**src/rtl/alu_op_sequencer.sv**
```systemverilog
// alu_op_sequencer
// Initiator side of a LEGv8 ALU interface. It accepts one request (ALUOp,
// Opcode and two operands) and decodes it to a 4-bit ALU control code. It
// drives the ALU operand buses, waits SETTLE cycles and captures the ALU
// result and zero flag. The captured values are returned over a valid/ready
// response channel.
//
// Parameters: N (operand/result width), SETTLE (accept-to-sample cycles, >=1)
// Ports:
//   CLK, Reset_L            clock (rising edge), async active-low reset
//   ReqValid/ReqReady       request handshake (ReqReady high only when idle)
//   ALUOp, Opcode           request decode fields
//   OpA, OpB                request operands
//   AluCtrl, AluA, AluB     registered drive to the combinational ALU
//   AluW, AluZero           ALU result and zero flag
//   RespValid/RespReady     response handshake
//   Result, Zero, Illegal   captured response payload
// Optional feature macro ALU_SEQ_FLAGS_EN adds Negative and Overflow outputs,
// which are captured together with Result.

module alu_op_sequencer #(
    parameter int unsigned N      = 64,
    parameter int unsigned SETTLE = 3
) (
    input  logic         CLK,
    input  logic         Reset_L,
    input  logic         ReqValid,
    output logic         ReqReady,
    input  logic [1:0]   ALUOp,
    input  logic [10:0]  Opcode,
    input  logic [N-1:0] OpA,
    input  logic [N-1:0] OpB,
    output logic [3:0]   AluCtrl,
    output logic [N-1:0] AluA,
    output logic [N-1:0] AluB,
    input  logic [N-1:0] AluW,
    input  logic         AluZero,
    output logic         RespValid,
    input  logic         RespReady,
    output logic [N-1:0] Result,
    output logic         Zero,
`ifdef ALU_SEQ_FLAGS_EN
    output logic         Negative,
    output logic         Overflow,
`endif
    output logic         Illegal
);

    localparam int unsigned CW = (SETTLE > 1) ? $clog2(SETTLE) : 1;

    localparam logic [3:0] CTRL_AND   = 4'b0000;
    localparam logic [3:0] CTRL_OR    = 4'b0001;
    localparam logic [3:0] CTRL_ADD   = 4'b0010;
    localparam logic [3:0] CTRL_SUB   = 4'b0110;
    localparam logic [3:0] CTRL_PASSB = 4'b0111;

    localparam logic [10:0] OPC_ADD = 11'b10001011000;
    localparam logic [10:0] OPC_SUB = 11'b11001011000;
    localparam logic [10:0] OPC_AND = 11'b10001010000;
    localparam logic [10:0] OPC_ORR = 11'b10101010000;

    typedef enum logic [1:0] {
        ST_IDLE = 2'd0,
        ST_WAIT = 2'd1,
        ST_RESP = 2'd2
    } state_t;

    state_t        state, state_next;
    logic [CW-1:0] cnt;
    logic [3:0]    dec_ctrl;
    logic          dec_legal;
    logic          accept;
    logic          capture;

    // Request decode to ALU control code
    always_comb begin
        dec_ctrl  = CTRL_AND;
        dec_legal = 1'b1;
        case (ALUOp)
            2'b00: dec_ctrl = CTRL_ADD;
            2'b01: dec_ctrl = CTRL_PASSB;
            2'b10: begin
                case (Opcode)
                    OPC_ADD: dec_ctrl = CTRL_ADD;
                    OPC_SUB: dec_ctrl = CTRL_SUB;
                    OPC_AND: dec_ctrl = CTRL_AND;
                    OPC_ORR: dec_ctrl = CTRL_OR;
                    default: dec_legal = 1'b0;
                endcase
            end
            default: dec_legal = 1'b0;
        endcase
    end

    // State register
    always_ff @(posedge CLK or negedge Reset_L) begin
        if (!Reset_L) begin
            state <= ST_IDLE;
        end else begin
            state <= state_next;
        end
    end

    // Next-state logic and datapath strobes
    always_comb begin
        state_next = state;
        accept     = 1'b0;
        capture    = 1'b0;
        case (state)
            ST_IDLE: begin
                if (ReqValid && ReqReady) begin
                    accept     = 1'b1;
                    state_next = dec_legal ? ST_WAIT : ST_RESP;
                end
            end
            ST_WAIT: begin
                if (cnt == '0) begin
                    capture    = 1'b1;
                    state_next = ST_RESP;
                end
            end
            ST_RESP: begin
                if (RespValid && RespReady) begin
                    state_next = ST_IDLE;
                end
            end
            default: state_next = ST_IDLE;
        endcase
    end

    // Handshake outputs registered from the next state
    always_ff @(posedge CLK or negedge Reset_L) begin
        if (!Reset_L) begin
            ReqReady  <= 1'b1;
            RespValid <= 1'b0;
        end else begin
            ReqReady  <= (state_next == ST_IDLE);
            RespValid <= (state_next == ST_RESP);
        end
    end

    // Settle counter: reaches zero on the cycle whose edge samples the ALU
    always_ff @(posedge CLK or negedge Reset_L) begin
        if (!Reset_L) begin
            cnt <= '0;
        end else if (accept && dec_legal) begin
            cnt <= CW'(SETTLE - 1);
        end else if (state == ST_WAIT && cnt != '0) begin
            cnt <= cnt - CW'(1);
        end
    end

    // ALU drive: only legal requests update it, otherwise the last op is held
    always_ff @(posedge CLK or negedge Reset_L) begin
        if (!Reset_L) begin
            AluCtrl <= CTRL_AND;
            AluA    <= '0;
            AluB    <= '0;
        end else if (accept && dec_legal) begin
            AluCtrl <= dec_ctrl;
            AluA    <= OpA;
            AluB    <= OpB;
        end
    end

    // Response payload
    always_ff @(posedge CLK or negedge Reset_L) begin
        if (!Reset_L) begin
            Result  <= '0;
            Zero    <= 1'b0;
            Illegal <= 1'b0;
        end else if (accept && !dec_legal) begin
            Result  <= '0;
            Zero    <= 1'b0;
            Illegal <= 1'b1;
        end else if (capture) begin
            Result  <= AluW;
            Zero    <= AluZero;
            Illegal <= 1'b0;
        end
    end

`ifdef ALU_SEQ_FLAGS_EN
    logic ovf_c;

    // Signed overflow judged from operand and result signs
    always_comb begin
        ovf_c = 1'b0;
        if (AluCtrl == CTRL_ADD) begin
            ovf_c = (AluA[N-1] == AluB[N-1]) && (AluW[N-1] != AluA[N-1]);
        end else if (AluCtrl == CTRL_SUB) begin
            ovf_c = (AluA[N-1] != AluB[N-1]) && (AluW[N-1] != AluA[N-1]);
        end
    end

    // Flags captured alongside Result
    always_ff @(posedge CLK or negedge Reset_L) begin
        if (!Reset_L) begin
            Negative <= 1'b0;
            Overflow <= 1'b0;
        end else if (accept && !dec_legal) begin
            Negative <= 1'b0;
            Overflow <= 1'b0;
        end else if (capture) begin
            Negative <= AluW[N-1];
            Overflow <= ovf_c;
        end
    end
`endif

endmodule

```
**config.mk**
```make
export PLATFORM = sky130hd
export DESIGN_NAME = alu_op_sequencer
export DESIGN_NICKNAME = d
export VERILOG_FILES = /design/src/rtl/alu_op_sequencer.sv
export SDC_FILE = /design/constraint.sdc
export NUM_CORES = 1
export LEC_CHECK = 0
export ABC_AREA = 1
export BUFFER_PORTS_ARGS = -buffer_cell sky130_fd_sc_hd__clkbuf_2
export CAP_MARGIN = 20
export CORE_AREA = 2 2 158 160
export DETAILED_ROUTE_END_ITERATION = 6
export DIE_AREA = 0 0 160 162
export PLACE_DENSITY_LB_ADDON = 0.12
export SKIP_CTS_REPAIR_TIMING = 1
export SYNTH_ARGS = -nofsm -noshare
export SYNTH_HDL_FRONTEND = slang
export SYNTH_SLANG_ARGS = --single-unit
```
**constraint.sdc**
```tcl
create_clock -name CLK -period 4.8 [get_ports CLK]
set_input_delay 1.44 -clock CLK [delete_from_list [all_inputs] [get_ports CLK]]
set_output_delay 1.44 -clock CLK [all_outputs]
set_load 0.02 [all_outputs]
```
# After elaboration in Yosys (flattened, before gate mapping)
# Index checks and enable logic that the tools add are counted.
dict set report classes {
  add_sub_neg 1
  eq_ne 9
  mux 21
  n_reduce_logical 15
}
# op n
set op_table {}
lappend op_table {{$mux W64} 2}
lappend op_table {{$eq A11 B11 Y1 const B} 4}
lappend op_table {{$mux W2} 6}
lappend op_table {{$pmux W4 S3} 1}
lappend op_table {{$mux W1} 9}
lappend op_table {{$pmux W3 S3} 1}
lappend op_table {{$logic_not A2 Y1} 4}
lappend op_table {{$eq A2 B2 Y1 const B} 3}
lappend op_table {{$pmux W2 S3} 1}
lappend op_table {{$reduce_bool A2 Y1} 3}
lappend op_table {{$logic_and A1 B1 Y1} 5}
lappend op_table {{$eq A2 B1 Y1 const B} 2}
lappend op_table {{$reduce_or A4 Y1} 1}
lappend op_table {{$pmux W1 S2} 1}
lappend op_table {{$reduce_or A2 Y1} 1}
lappend op_table {{$sub A2 B1 Y2 const B} 1}
lappend op_table {{$logic_not A1 Y1} 1}
dict set report word_totals {
  register_bits 204
  inputBits 210
  elab_cells 56
}

# Logic depth before layout (Yosys ltp)
dict set report depth {
  ltp_word 8
  depth_mapped 10
  mapped_depth_nobuf 9
}

# Worst setup path after synthesis
# OpenSTA, ideal clock, no wires.
dict set report synth_path {
  path_type {input -> register}
  start {input Opcode[2]}
  end {register AluA[0]}
  setup_ns 0.117
  t_arrival_ns 2.467
  required_ns 4.683
  setup_slack_ns 2.216
  stages 10
  n_path_buf 2
  cell_sequence {nor2_1 nand2_1 nor2_2 nand3_1 nand3_2 nand2_2 buf_4 buf_6 nand2_1 nand2_1}
}
dict set report synth_via {
  elab_chain_len 5
  word_cells_on_any_way 8
  cone_classes {eq/ne: 4; mux: 2; reduce/logical: 2}
}
# item line_no
set synth_lines {}
lappend synth_lines {{start: declaration} 30} ;# input logic [10:0] Opcode,
lappend synth_lines {{$eq A11 B11 Y1} 83} ;# case (Opcode)
lappend synth_lines {{$reduce_or A4 Y1 (no source line) *} n/a}
lappend synth_lines {{$mux W1 *} 83}
lappend synth_lines {{$pmux W1 S2 *} 79} ;# case (ALUOp)
lappend synth_lines {{$logic_and A1 B1 Y1 *} 159} ;# end else if (accept && dec_legal) begin
lappend synth_lines {{end signal: assignment} 161} ;# AluA <= OpA;
lappend synth_lines {{end: declaration} 34} ;# output logic [N-1:0] AluA,
# Mark *: on every way between the ends. The rest lies on a longest branch, timed or not.
# A chain may end at the register's enable or synchronous reset.

# Final worst setup path
dict set report layout_path {
  start {input ReqValid}
  end {register AluA[17]}
}
dict set report layout_via {
  elab_chain_len 4
}
# item line_no
set layout_lines {}
lappend layout_lines {{start: declaration} 27} ;# input logic ReqValid,
lappend layout_lines {{$logic_and A1 B1 Y1} 111} ;# if (ReqValid && ReqReady) begin
lappend layout_lines {{$mux W1} 111}
lappend layout_lines {{$mux W1} 109} ;# case (state)
lappend layout_lines {{$logic_and A1 B1 Y1} 159}
# No other way between the ends.

==> flow_summary.yaml <==
status:
  outcome: "completed"
setup_path:
  r2r_start: "ReqReady"
  max_stage_delay_ps: 700
  cp_data_required_time_ps: 5240
  startpoint: "ReqValid"
  r2r_slack_ps: 2280
  arrival_ps: 3450
  crit_family: "buffers and inverters"
  cp.depth: 7
  r2r_end: "AluA[17]"
  crit_path_end: "AluA[17]"
  crit_buf_inv: 3
  worstSetupPathType: "in -> reg"
  crit_chain: "clkbuf_2 > nand2_1 > nor3_4 > buf_4 > buf_4 > nand3_1 > nand2_1"
  cp_max_fo: 69
  crit_slowest_cell: "buf_4"
  cp-start-kind: "input port"
  rr_worst_depth: 6
  cp-end-kind: "flip-flop"
sta:
  rsz0062_at_grt: "no"
  setup_tns_ps: 0
  tightest_slew_ps: 935
  holdWs_ps: 469
  slew_headroom_pct: 37.7
  timing.fmax_ghz: 0.332
  fin_crit_ps: 3010
  hold_viol: 0
  drv_slew: 0
  finalCritPeriodShare_pct: 62.7
  setup_violations: 0
  skew_ps: 12.8
  worst_slack_ps: 1790
placement:
  preCtsSetupSlack_ps: 1240
  gp_congestion: 0.804
  io_buffers: 408
  dpl.hpwl_um: 17900
drt:
  wl_um: 26100
  route.antenna.remaining_nets: 0
  num_vias: 7355
  wire_per_inst_um: 16.0
  drt-initial-drc-count: 464
  routed_via_density: 4.53
  drc: 0
  dr.pass1.iters: 4
clock_network:
  cts_made_buffers: 23
  root_buffer: "clkbuf_16"
  clock_path_buffers: 3
  cts_tree: "yes"
  clkLatencyLatePin_ps: 500
  htree_levels: 1
  numClockSinks: 203
  path_clk_slew_ps: 60
logic_synthesis:
  syn_inst: 906
  ys_seq_elements: 203
  yosysSeqAreaShare_pct: 62.5
  syn_area_um2: 8130
  ys.warnings.count: 0
  avgSynthCellArea_um2: 8.97
  syn_nets: 1117
  yosysUniqueCellTypes: 24
  netlist.area_leader.share_pct: 62.2
  synth_top_area_cell: "dfrtp_1"
  synth_area_leaders: "dfrtp_1 62%, nand2_1 19%, nand3_1 8.3%, a21oi_1 4.1%, buf_2 2.0%"
layout:
  drive_gt1_share_pct: 36.0
  fin_nets: 1497
  final_common_cell: "nand2_1"
  syn2layout_area_growth_pct: 37.6
  final_cell_mix: "409 x nand2_1, 407 x clkbuf_2, 202 x dfrtp_1"
  diodes: 0
grt:
  overflow: 0
  groute.usage.overall_pct: 19.3
  antenna_found_initial: 0
  grt_pass1_vias: 7238
  grt_pass1_wl_um: 40400
  grt_max_degree: 112
die:
  io_pins: 410
  die_y_um: 162
  die_area_um2: 25900
  placeableCoreArea_um2: 24100
  rows: 57
  start_util_pct: 33.7
  chipWidth_um: 160
min_path:
  hold_path.class: "reg -> reg"
power:
  p_per_area_nw_per_um2: 655
  leakage_uw: 0.00630
  ir_drop_v: 0.000288
job:
  max_cap_violations: 0
-- final cells by class --
cell class | count | area (µm²)
Clock buffer | 32 | 689
Clock inverter | 8 | 119
Fill cell | 2477 | 12900
Inverter | 10 | 37.5
Multi-Input combinational cell | 629 | 2690
Sequential cell | 203 | 5080
Tap cell | 324 | 405
Timing Repair Buffer | 419 | 2160
-- metrics by stage --
stage	area (µm²)	power (µW)	util, %	std cells
final	11200	7330	46.4	1625
after CTS	11200	7440	46.4	1625
after global placement	10400	5500	43.0	1585
after global routing	11200	7800	46.4	1625
after floorplan	8130	4430	-	906
after detailed placement	10400	5540	43.0	1585
-- metal layers --
layer / track usage [%] / share of wire [%]
met1: 24.0 / 41
met2: 32.7 / 48
met3: 5.62 / 8.4
met4: 6.06 / 2.7
met5: 0 / 0
-- worst min-delay path by stage --
stage / start / endpoint / slack [ps] / cells past startpoint
after floorplan: cnt[0] / cnt[0] / 530 / 2
after global placement: AluA[39] / AluA[39] / 450 / 2
after detailed placement: AluA[13] / AluA[13] / 460 / 2
after CTS: AluA[13] / AluA[13] / 470 / 2
after global routing: AluB[1] / AluB[1] / 490 / 2
final: AluB[47] / AluB[47] / 470 / 2
-- cell families after synthesis --
logic type / share of synthesized area, %
simple gates: 28.3
xor+xnor: 0.108
buf+inv: 4.65
fa+ha+maj: 0.154
mux: 0.139
compound gates: 4.06
flops: 62.5
other cells: 0.0461
-- power by group --
part           leakage, µW  switching, µW  internal [µW]
clock network     0.000404            701           1160
registers          0.00260            377           2380
logic              0.00329           1860            851
total              0.00630           2940           4390
-- Yosys cell counts --
| cell type | count |
|---|---|
| nor3_4 | 1 |
| ha_1 | 1 |
| nand3_2 | 1 |
| conb_1 | 1 |
| buf_1 | 1 |
| a21oi_1 | 66 |
| nor3b_1 | 1 |
| clkbuf_1 | 22 |
| nand3_1 | 134 |
| inv_2 | 1 |
| nor2_2 | 1 |
| nor3_1 | 1 |
| dfstp_2 | 1 |
| inv_1 | 9 |
| buf_6 | 7 |
| nand2_1 | 409 |
| nand2_2 | 1 |
| buf_4 | 2 |
| nor2_1 | 7 |
| mux2_2 | 1 |
| buf_2 | 32 |
| dfrtp_1 | 202 |
| xor2_1 | 1 |
| nand4_1 | 3 |
-- worst min-delay path: cells and delay by family, from the launching register on --
family           cells  cell delay (ps)
flip-flops           1              340
AND/OR/NAND/NOR      2               90
-- flip-flops by register name, indices dropped and copies added (netlist names) --
| name | count |
|---|---|
| AluB | 64 |
| AluCtrl | 3 |
| Zero | 1 |
| Illegal | 1 |
| Result | 64 |
| ReqReady | 1 |
| state | 2 |
| AluA | 64 |
| cnt | 2 |
| RespValid | 1 |
Power figures use the tool's default switching activity.
